## config.mk

```make
export PLATFORM = sky130hd
export DESIGN_NAME = nonce_search_ctrl
export DESIGN_NICKNAME = d
export VERILOG_FILES = /design/src/rtl/nonce_search_pkg.sv /design/src/rtl/digest_difficulty_cmp.sv /design/src/rtl/nonce_search_ctrl.sv
export SDC_FILE = /design/constraint.sdc
export NUM_CORES = 2
export LEC_CHECK = 0
export CAP_MARGIN = 10
export CORE_AREA = 3 3 536 538
export DETAILED_ROUTE_END_ITERATION = 8
export DIE_AREA = 0 0 539 541
export PLACE_DENSITY = 0.36
export SLEW_MARGIN = 30
export SYNTH_ARGS = -nofsm -noshare
export SYNTH_HDL_FRONTEND = slang
export SYNTH_SLANG_ARGS = --single-unit
export TNS_END_PERCENT = 1
```

## constraint.sdc

```tcl
create_clock -name clk -period 39.7 [get_ports clk]
set_input_delay 9.925 -clock clk [delete_from_list [all_inputs] [get_ports clk]]
set_output_delay 9.925 -clock clk [all_outputs]
set_load 0.02 [all_outputs]
```

## src/rtl/nonce_search_pkg.sv

```systemverilog
// Shared types and constants for the nonce search controller.
// Optional CONTINUE_SEARCH_EN build is handled in nonce_search_ctrl.
package nonce_search_pkg;

  localparam int unsigned HASH_W   = 256;
  localparam int unsigned SEED_W   = 224;
  localparam int unsigned DIFF_W   = 9;
  localparam int unsigned MAX_DIFF = 256;

  typedef enum logic [2:0] {
    S_IDLE,
    S_WAIT,
    S_CHECK,
    S_REPORT,
    S_DONE
  } state_e;

  // A digest has at most 256 leading zeros, so larger requests saturate there.
  function automatic logic [DIFF_W-1:0] clamp_diff(input logic [DIFF_W-1:0] d);
    return (d > DIFF_W'(MAX_DIFF)) ? DIFF_W'(MAX_DIFF) : d;
  endfunction

endpackage

```

## src/rtl/digest_difficulty_cmp.sv

```systemverilog
// Leading-zero count of a digest compared against a (pre-clamped) difficulty.
module digest_difficulty_cmp
  import nonce_search_pkg::*;
(
  input  logic [HASH_W-1:0] digest,
  input  logic [DIFF_W-1:0] difficulty,
  output logic              match_c
);

  logic [DIFF_W-1:0] lzc;
  logic              seen;

  // Scan from the MSB; the first set bit fixes the count, all-zero gives HASH_W.
  always_comb begin
    lzc  = DIFF_W'(HASH_W);
    seen = 1'b0;
    for (int i = int'(HASH_W) - 1; i >= 0; i--) begin
      if (!seen && digest[i]) begin
        lzc  = DIFF_W'(int'(HASH_W) - 1 - i);
        seen = 1'b1;
      end
    end
  end

  assign match_c = (lzc >= difficulty);

endmodule

```

## src/rtl/nonce_search_ctrl.sv

```systemverilog
// Feeds {seed, counter} nonces to a fixed-latency hash pipeline and reports the first
// digest meeting the difficulty. Define CONTINUE_SEARCH_EN to keep searching after a report.
module nonce_search_ctrl
  import nonce_search_pkg::*;
#(
  parameter int unsigned HASH_LATENCY = 64,
  parameter int unsigned CNT_W        = 32
) (
  input  logic              clk,
  input  logic              rst,
  input  logic              start,
  input  logic              abort,
  input  logic [SEED_W-1:0] seed,
  input  logic [CNT_W-1:0]  start_nonce,
  input  logic [CNT_W-1:0]  max_count,
  input  logic [DIFF_W-1:0] difficulty,
  output logic [HASH_W-1:0] hash_in,
  input  logic [HASH_W-1:0] hash_out,
  output logic              busy,
  output logic              found_valid,
  input  logic              found_ready,
  output logic [HASH_W-1:0] found_nonce,
  output logic [HASH_W-1:0] found_digest,
  output logic [CNT_W-1:0]  attempts,
  output logic              done,
  output logic              exhausted
);

  localparam int unsigned WAIT_W = (HASH_LATENCY > 1) ? $clog2(HASH_LATENCY) : 1;
  localparam logic [WAIT_W-1:0] WAIT_LAST = WAIT_W'(HASH_LATENCY - 1);

  state_e              state_q, state_d;
  logic [SEED_W-1:0]   seed_q, seed_d;
  logic [CNT_W-1:0]    nonce_q, nonce_d;
  logic [CNT_W-1:0]    max_q, max_d;
  logic [DIFF_W-1:0]   diff_q, diff_d;
  logic [WAIT_W-1:0]   wait_q, wait_d;
  logic [CNT_W-1:0]    attempts_q, attempts_d;
  logic                exhausted_q, exhausted_d;
  logic [HASH_W-1:0]   found_nonce_q, found_nonce_d;
  logic [HASH_W-1:0]   found_digest_q, found_digest_d;
  logic                found_valid_q, found_valid_d;
  logic                done_q, done_d;
  logic                busy_q, busy_d;
  logic [CNT_W-1:0]    attempts_inc;
  logic                match_c;

  digest_difficulty_cmp u_cmp (
    .digest     (hash_out),
    .difficulty (diff_q),
    .match_c    (match_c)
  );

  always_comb begin
    state_d        = state_q;
    seed_d         = seed_q;
    nonce_d        = nonce_q;
    max_d          = max_q;
    diff_d         = diff_q;
    wait_d         = wait_q;
    attempts_d     = attempts_q;
    exhausted_d    = exhausted_q;
    found_nonce_d  = found_nonce_q;
    found_digest_d = found_digest_q;
    attempts_inc   = attempts_q + CNT_W'(1);

    // Abort wins over everything else and leaves the result registers untouched.
    if (abort && (state_q != S_IDLE)) begin
      state_d = S_IDLE;
    end else begin
      case (state_q)
        S_IDLE: begin
          if (start && !abort) begin
            seed_d      = seed;
            nonce_d     = start_nonce;
            max_d       = max_count;
            diff_d      = clamp_diff(difficulty);
            attempts_d  = '0;
            exhausted_d = 1'b0;
            wait_d      = '0;
            state_d     = S_WAIT;
          end
        end
        S_WAIT: begin
          wait_d = wait_q + WAIT_W'(1);
          if (wait_q == WAIT_LAST) begin
            state_d = S_CHECK;
          end
        end
        S_CHECK: begin
          attempts_d = attempts_inc;
          // A budget of 0 means 2^CNT_W: the incremented count wraps to 0 and matches.
          if (match_c) begin
            found_nonce_d  = hash_in;
            found_digest_d = hash_out;
            state_d        = S_REPORT;
          end else if (attempts_inc == max_q) begin
            exhausted_d = 1'b1;
            state_d     = S_DONE;
          end else begin
            nonce_d = nonce_q + CNT_W'(1);
            wait_d  = '0;
            state_d = S_WAIT;
          end
        end
        S_REPORT: begin
          if (found_ready) begin
`ifdef CONTINUE_SEARCH_EN
            if (attempts_q == max_q) begin
              exhausted_d = 1'b1;
              state_d     = S_DONE;
            end else begin
              nonce_d = nonce_q + CNT_W'(1);
              wait_d  = '0;
              state_d = S_WAIT;
            end
`else
            state_d = S_DONE;
`endif
          end
        end
        S_DONE: begin
          state_d = S_IDLE;
        end
        default: begin
          state_d = S_IDLE;
        end
      endcase
    end

    found_valid_d = (state_d == S_REPORT);
    done_d        = (state_d == S_DONE);
    busy_d        = (state_d != S_IDLE);
  end

  always_ff @(posedge clk or posedge rst) begin
    if (rst) begin
      state_q        <= S_IDLE;
      seed_q         <= '0;
      nonce_q        <= '0;
      max_q          <= '0;
      diff_q         <= '0;
      wait_q         <= '0;
      attempts_q     <= '0;
      exhausted_q    <= 1'b0;
      found_nonce_q  <= '0;
      found_digest_q <= '0;
      found_valid_q  <= 1'b0;
      done_q         <= 1'b0;
      busy_q         <= 1'b0;
    end else begin
      state_q        <= state_d;
      seed_q         <= seed_d;
      nonce_q        <= nonce_d;
      max_q          <= max_d;
      diff_q         <= diff_d;
      wait_q         <= wait_d;
      attempts_q     <= attempts_d;
      exhausted_q    <= exhausted_d;
      found_nonce_q  <= found_nonce_d;
      found_digest_q <= found_digest_d;
      found_valid_q  <= found_valid_d;
      done_q         <= done_d;
      busy_q         <= busy_d;
    end
  end

  assign hash_in      = {seed_q, nonce_q};
  assign busy         = busy_q;
  assign found_valid  = found_valid_q;
  assign found_nonce  = found_nonce_q;
  assign found_digest = found_digest_q;
  assign attempts     = attempts_q;
  assign done         = done_q;
  assign exhausted    = exhausted_q;

endmodule

```

==> impl_metrics.env <==
export IMPL_status="finished clean"
export IMPL_synth_sequential_area_ratio=0.536
export IMPL_postCtsHoldBufs=0
export IMPL_final_antenna_net_count=0
export IMPL_relSlewSlack=0.309
export IMPL_final_cells=9119
export IMPL_ys_top_cells_by_area="sky130_fd_sc_hd__dfrtp_1 (54%), sky130_fd_sc_hd__mux2_2 (13%), sky130_fd_sc_hd__nand2_1 (9.1%)"
export IMPL_tritoncts_num_sinks=854
export IMPL_report_final_setup_viol=0
export IMPL_placement_rows=195
export IMPL_hpwl_um=215000
export IMPL_hold_violations=0
export IMPL_grt_pass1_vias=39400
export IMPL_p_sw_frac=0.301
export IMPL_detail_route_drc_violations=0
export IMPL_routed_wl_um=268000
export IMPL_fill_cells=30800
export IMPL_timing_clock_skew_ns=0.126
export IMPL_switching_power_mw=0.745
export IMPL_finalWorstPathRequiredPeriod_ns=18.59
export IMPL_place_ws_ns=19.98
export IMPL_synth_largest_area_cell="sky130_fd_sc_hd__dfrtp_1"
export IMPL_maxCapViolCount=0
export IMPL_power_combinational_fraction=0.149
export IMPL_inst_count_dp=8887
export IMPL_clockRootBuffer="sky130_fd_sc_hd__clkbuf_16"
export IMPL_crit_path_end_kind="flop"
export IMPL_post_synth_top_count_cell="sky130_fd_sc_hd__nand2_1"
export IMPL_drt_first_iter_violations=2638
export IMPL_postSynthAreaPerCell_um2=10.2
export IMPL_cts_tree="yes"
export IMPL_netlist_instances=3901
export IMPL_setup_tns_final_ns=0
export IMPL_first_pass_grt_wire_length_um=361000
export IMPL_ys_ff_latch=854
export IMPL_floorplan_initialDensity=0.141
export IMPL_post_layout_inst_area_mm2=0.0622
export IMPL_power_frac_seq=0.402
export IMPL_report_final_slew_viol_count=0
export IMPL_num_io_pins=1362
export IMPL_synthesis_nets=4471
export IMPL_worst_ir_drop_vdd_v=0.0000398
export IMPL_synth_top_flop_cell="sky130_fd_sc_hd__dfrtp_1"
export IMPL_die_x_um=539
export IMPL_hold_worst_slack_ns=0.473
export IMPL_power_leakage_nw=26.7
export IMPL_grt_ovfl_total=0
export IMPL_routedWlPerCell_um=29.4
export IMPL_route_detailed_vias_per_inst=4.23
export IMPL_vias=38600
export IMPL_finish_net_count=5835
export IMPL_critical_path_required_ns=40.48
export IMPL_cp_data_arrival_time_ns=19.37
export IMPL_die_h_um=541
export IMPL_synth_edf_count=0
export IMPL_clkSlewWorstSetupHoldPaths_ns=0.06
export IMPL_track_usage=0.177
export IMPL_drive_above_1_share=0.148
export IMPL_synth_top_area_share=0.536
export IMPL_yosys_top_cells_count="sky130_fd_sc_hd__nand2_1 (962), sky130_fd_sc_hd__dfrtp_1 (854), sky130_fd_sc_hd__mux2_2 (476), sky130_fd_sc_hd__nor2_1 (183), sky130_fd_sc_hd__clkbuf_1 (176)"
export IMPL_cp_max_fo=64
export IMPL_layout_stage_area_growth_over_the_synthesis_result_pct=55.9
export IMPL_grt_start_max_net_pins=146
export IMPL_yosys_warnings=0
export IMPL_start_kind="input port"
export IMPL_clkLatencyLatePin_ns=0.90
export IMPL_crit_slowest_cell="sky130_fd_sc_hd__buf_4"
export IMPL_ctsHtreeMaxLevel=3
export IMPL_crit_path_cell_trace="clkdlybuf4s50_1 -> nor4_1 -> nand4_1 -> nor4_1 -> nand3_1 -> or3_1 -> o22ai_1 -> or2_2 -> nor4_1 -> nand4b_1 -> ha_1 -> a2111oi_0 -> o21ai_1 -> nand3_4 -> buf_4 -> buf_4 -> buf_4 -> mux2_2"
export IMPL_netlist_area_mm2=0.0399
export IMPL_cts_setup_buffers=0
export IMPL_maximum_single_stage_delay_on_the_critical_path_ns=0.79
export IMPL_criticalPathCategory="input port to flop"
export IMPL_cell_internal_pwr_mw=1.73
export IMPL_timing_fmax_mhz=53.8
export IMPL_cts_max_path_buffers=4
export IMPL_detailedRoute_firstPassIterationCount=7
export IMPL_asyncSetResetFlopFracSynth=1.00
export IMPL_worstHoldPathType="flop to flop"
export IMPL_yosys_cell_types_count=86
export IMPL_finish_utilization=0.220
export IMPL_floorplan_die_area_mm2=0.292
export IMPL_place_congestion=0.913
export IMPL_min_period_over_period=0.468
export IMPL_final_setup_worst_slack_ns=21.11
export IMPL_cts_resized_gates=0
export IMPL_cts_made_buffers=118
export IMPL_pwr_share_clk=0.449
export IMPL_port_buffers=1361
export IMPL_fin_total_pwr_mw=2.48
export IMPL_power_per_cell_area_mw_per_mm2=39.8
export IMPL_core_mm2=0.283
export IMPL_placement_cell_area_mm2=0.0581
export IMPL_grt_setup_unrepaired="false"
export IMPL_grt_antenna_before_repair=102
export IMPL_max_slew_worst_pin_slew_ns=1.04
cell type report:
class	count	area (um^2)	share of cell area
repair buffers	1440	14300	0.230
diodes	23	57.6	0.000925
multi-input cells	2801	17700	0.284
well taps	3743	4680	0.0753
clock inverters	44	578	0.00929
inverters	50	195	0.00314
clock buffers	164	3380	0.0543
flip-flops and latches	854	21400	0.344
worst max-delay path: cells and delay by family:
kind	cells	cell delay (ns)
multiplexers	1	0.42
adder cells (fa/ha/maj)	1	0.26
AND/OR/NAND/NOR	9	4.52
AO/OA/AOI/OAI	3	1.21
buffers and inverters	4	2.78
placed cells by master (no fill, tap or decap), types with 49 or more instances in the layout:
cell,n
sky130_fd_sc_hd__clkdlybuf4s50_1,1361
sky130_fd_sc_hd__nand2_1,962
sky130_fd_sc_hd__dfrtp_1,854
sky130_fd_sc_hd__mux2_2,476
sky130_fd_sc_hd__nor2_1,180
sky130_fd_sc_hd__o21ai_0,140
sky130_fd_sc_hd__clkbuf_16,118
sky130_fd_sc_hd__nand4_1,112
sky130_fd_sc_hd__nor3_1,96
sky130_fd_sc_hd__nor4_1,89
sky130_fd_sc_hd__nand3_1,85
sky130_fd_sc_hd__buf_4,72
sky130_fd_sc_hd__a21oi_1,66
sky130_fd_sc_hd__inv_1,49
metal layers:
layer  vias to the layer above  share of wire  GRT usage
li1                      16800              -          -
met1                     19600           0.39      0.202
met2                      1745           0.50      0.315
met3                       467          0.070     0.0487
met4                        26          0.037     0.0590
met5                         -        0.00052          0
worst paths after layout:
check                         startpoint                to  slack (ns)  depth (start not counted)
max                        hash_out[184]  found_nonce[192]       21.11                         18
min                          seed_q[193]  found_nonce[225]        0.47                          1
max reg2reg                    diff_q[5]  found_nonce[192]       34.52                         10
min reg2reg                  seed_q[193]  found_nonce[225]        0.47                          1
max in group asynchronous            rst  found_digest[93]       25.78                          8
min in group asynchronous            rst        seed_q[42]        9.50                          2
state kept, by name, indices dropped and copies added, names as in the netlist:
signal,flops
attempts,32
exhausted,1
seed_q,224
diff_q,9
nonce_q,32
state_q,3
found_valid,1
found_nonce,256
busy,1
wait_q,6
max_q,32
found_digest,256
done,1
power by group through the flow:
stage	Sequential (mW)	Combinational [mW]	Clock, mW
after global routing	1.00	0.397	1.19
after CTS	0.999	0.376	1.16
after global placement	1.01	0.375	0
after detailed placement	1.01	0.373	0
after floorplan	1.02	0.0931	0
final	0.997	0.368	1.11
kinds of logic after synthesis:
family          count (synthesis)  share of synthesized area
compound gates                449                     0.0757
buf+inv                       246                     0.0241
mux                           482                      0.136
flops                         854                      0.536
fa+ha+maj                      12                    0.00376
xor+xnor                       37                    0.00813
simple gates                 1821                      0.217
(Power assumes the default switching activity.)
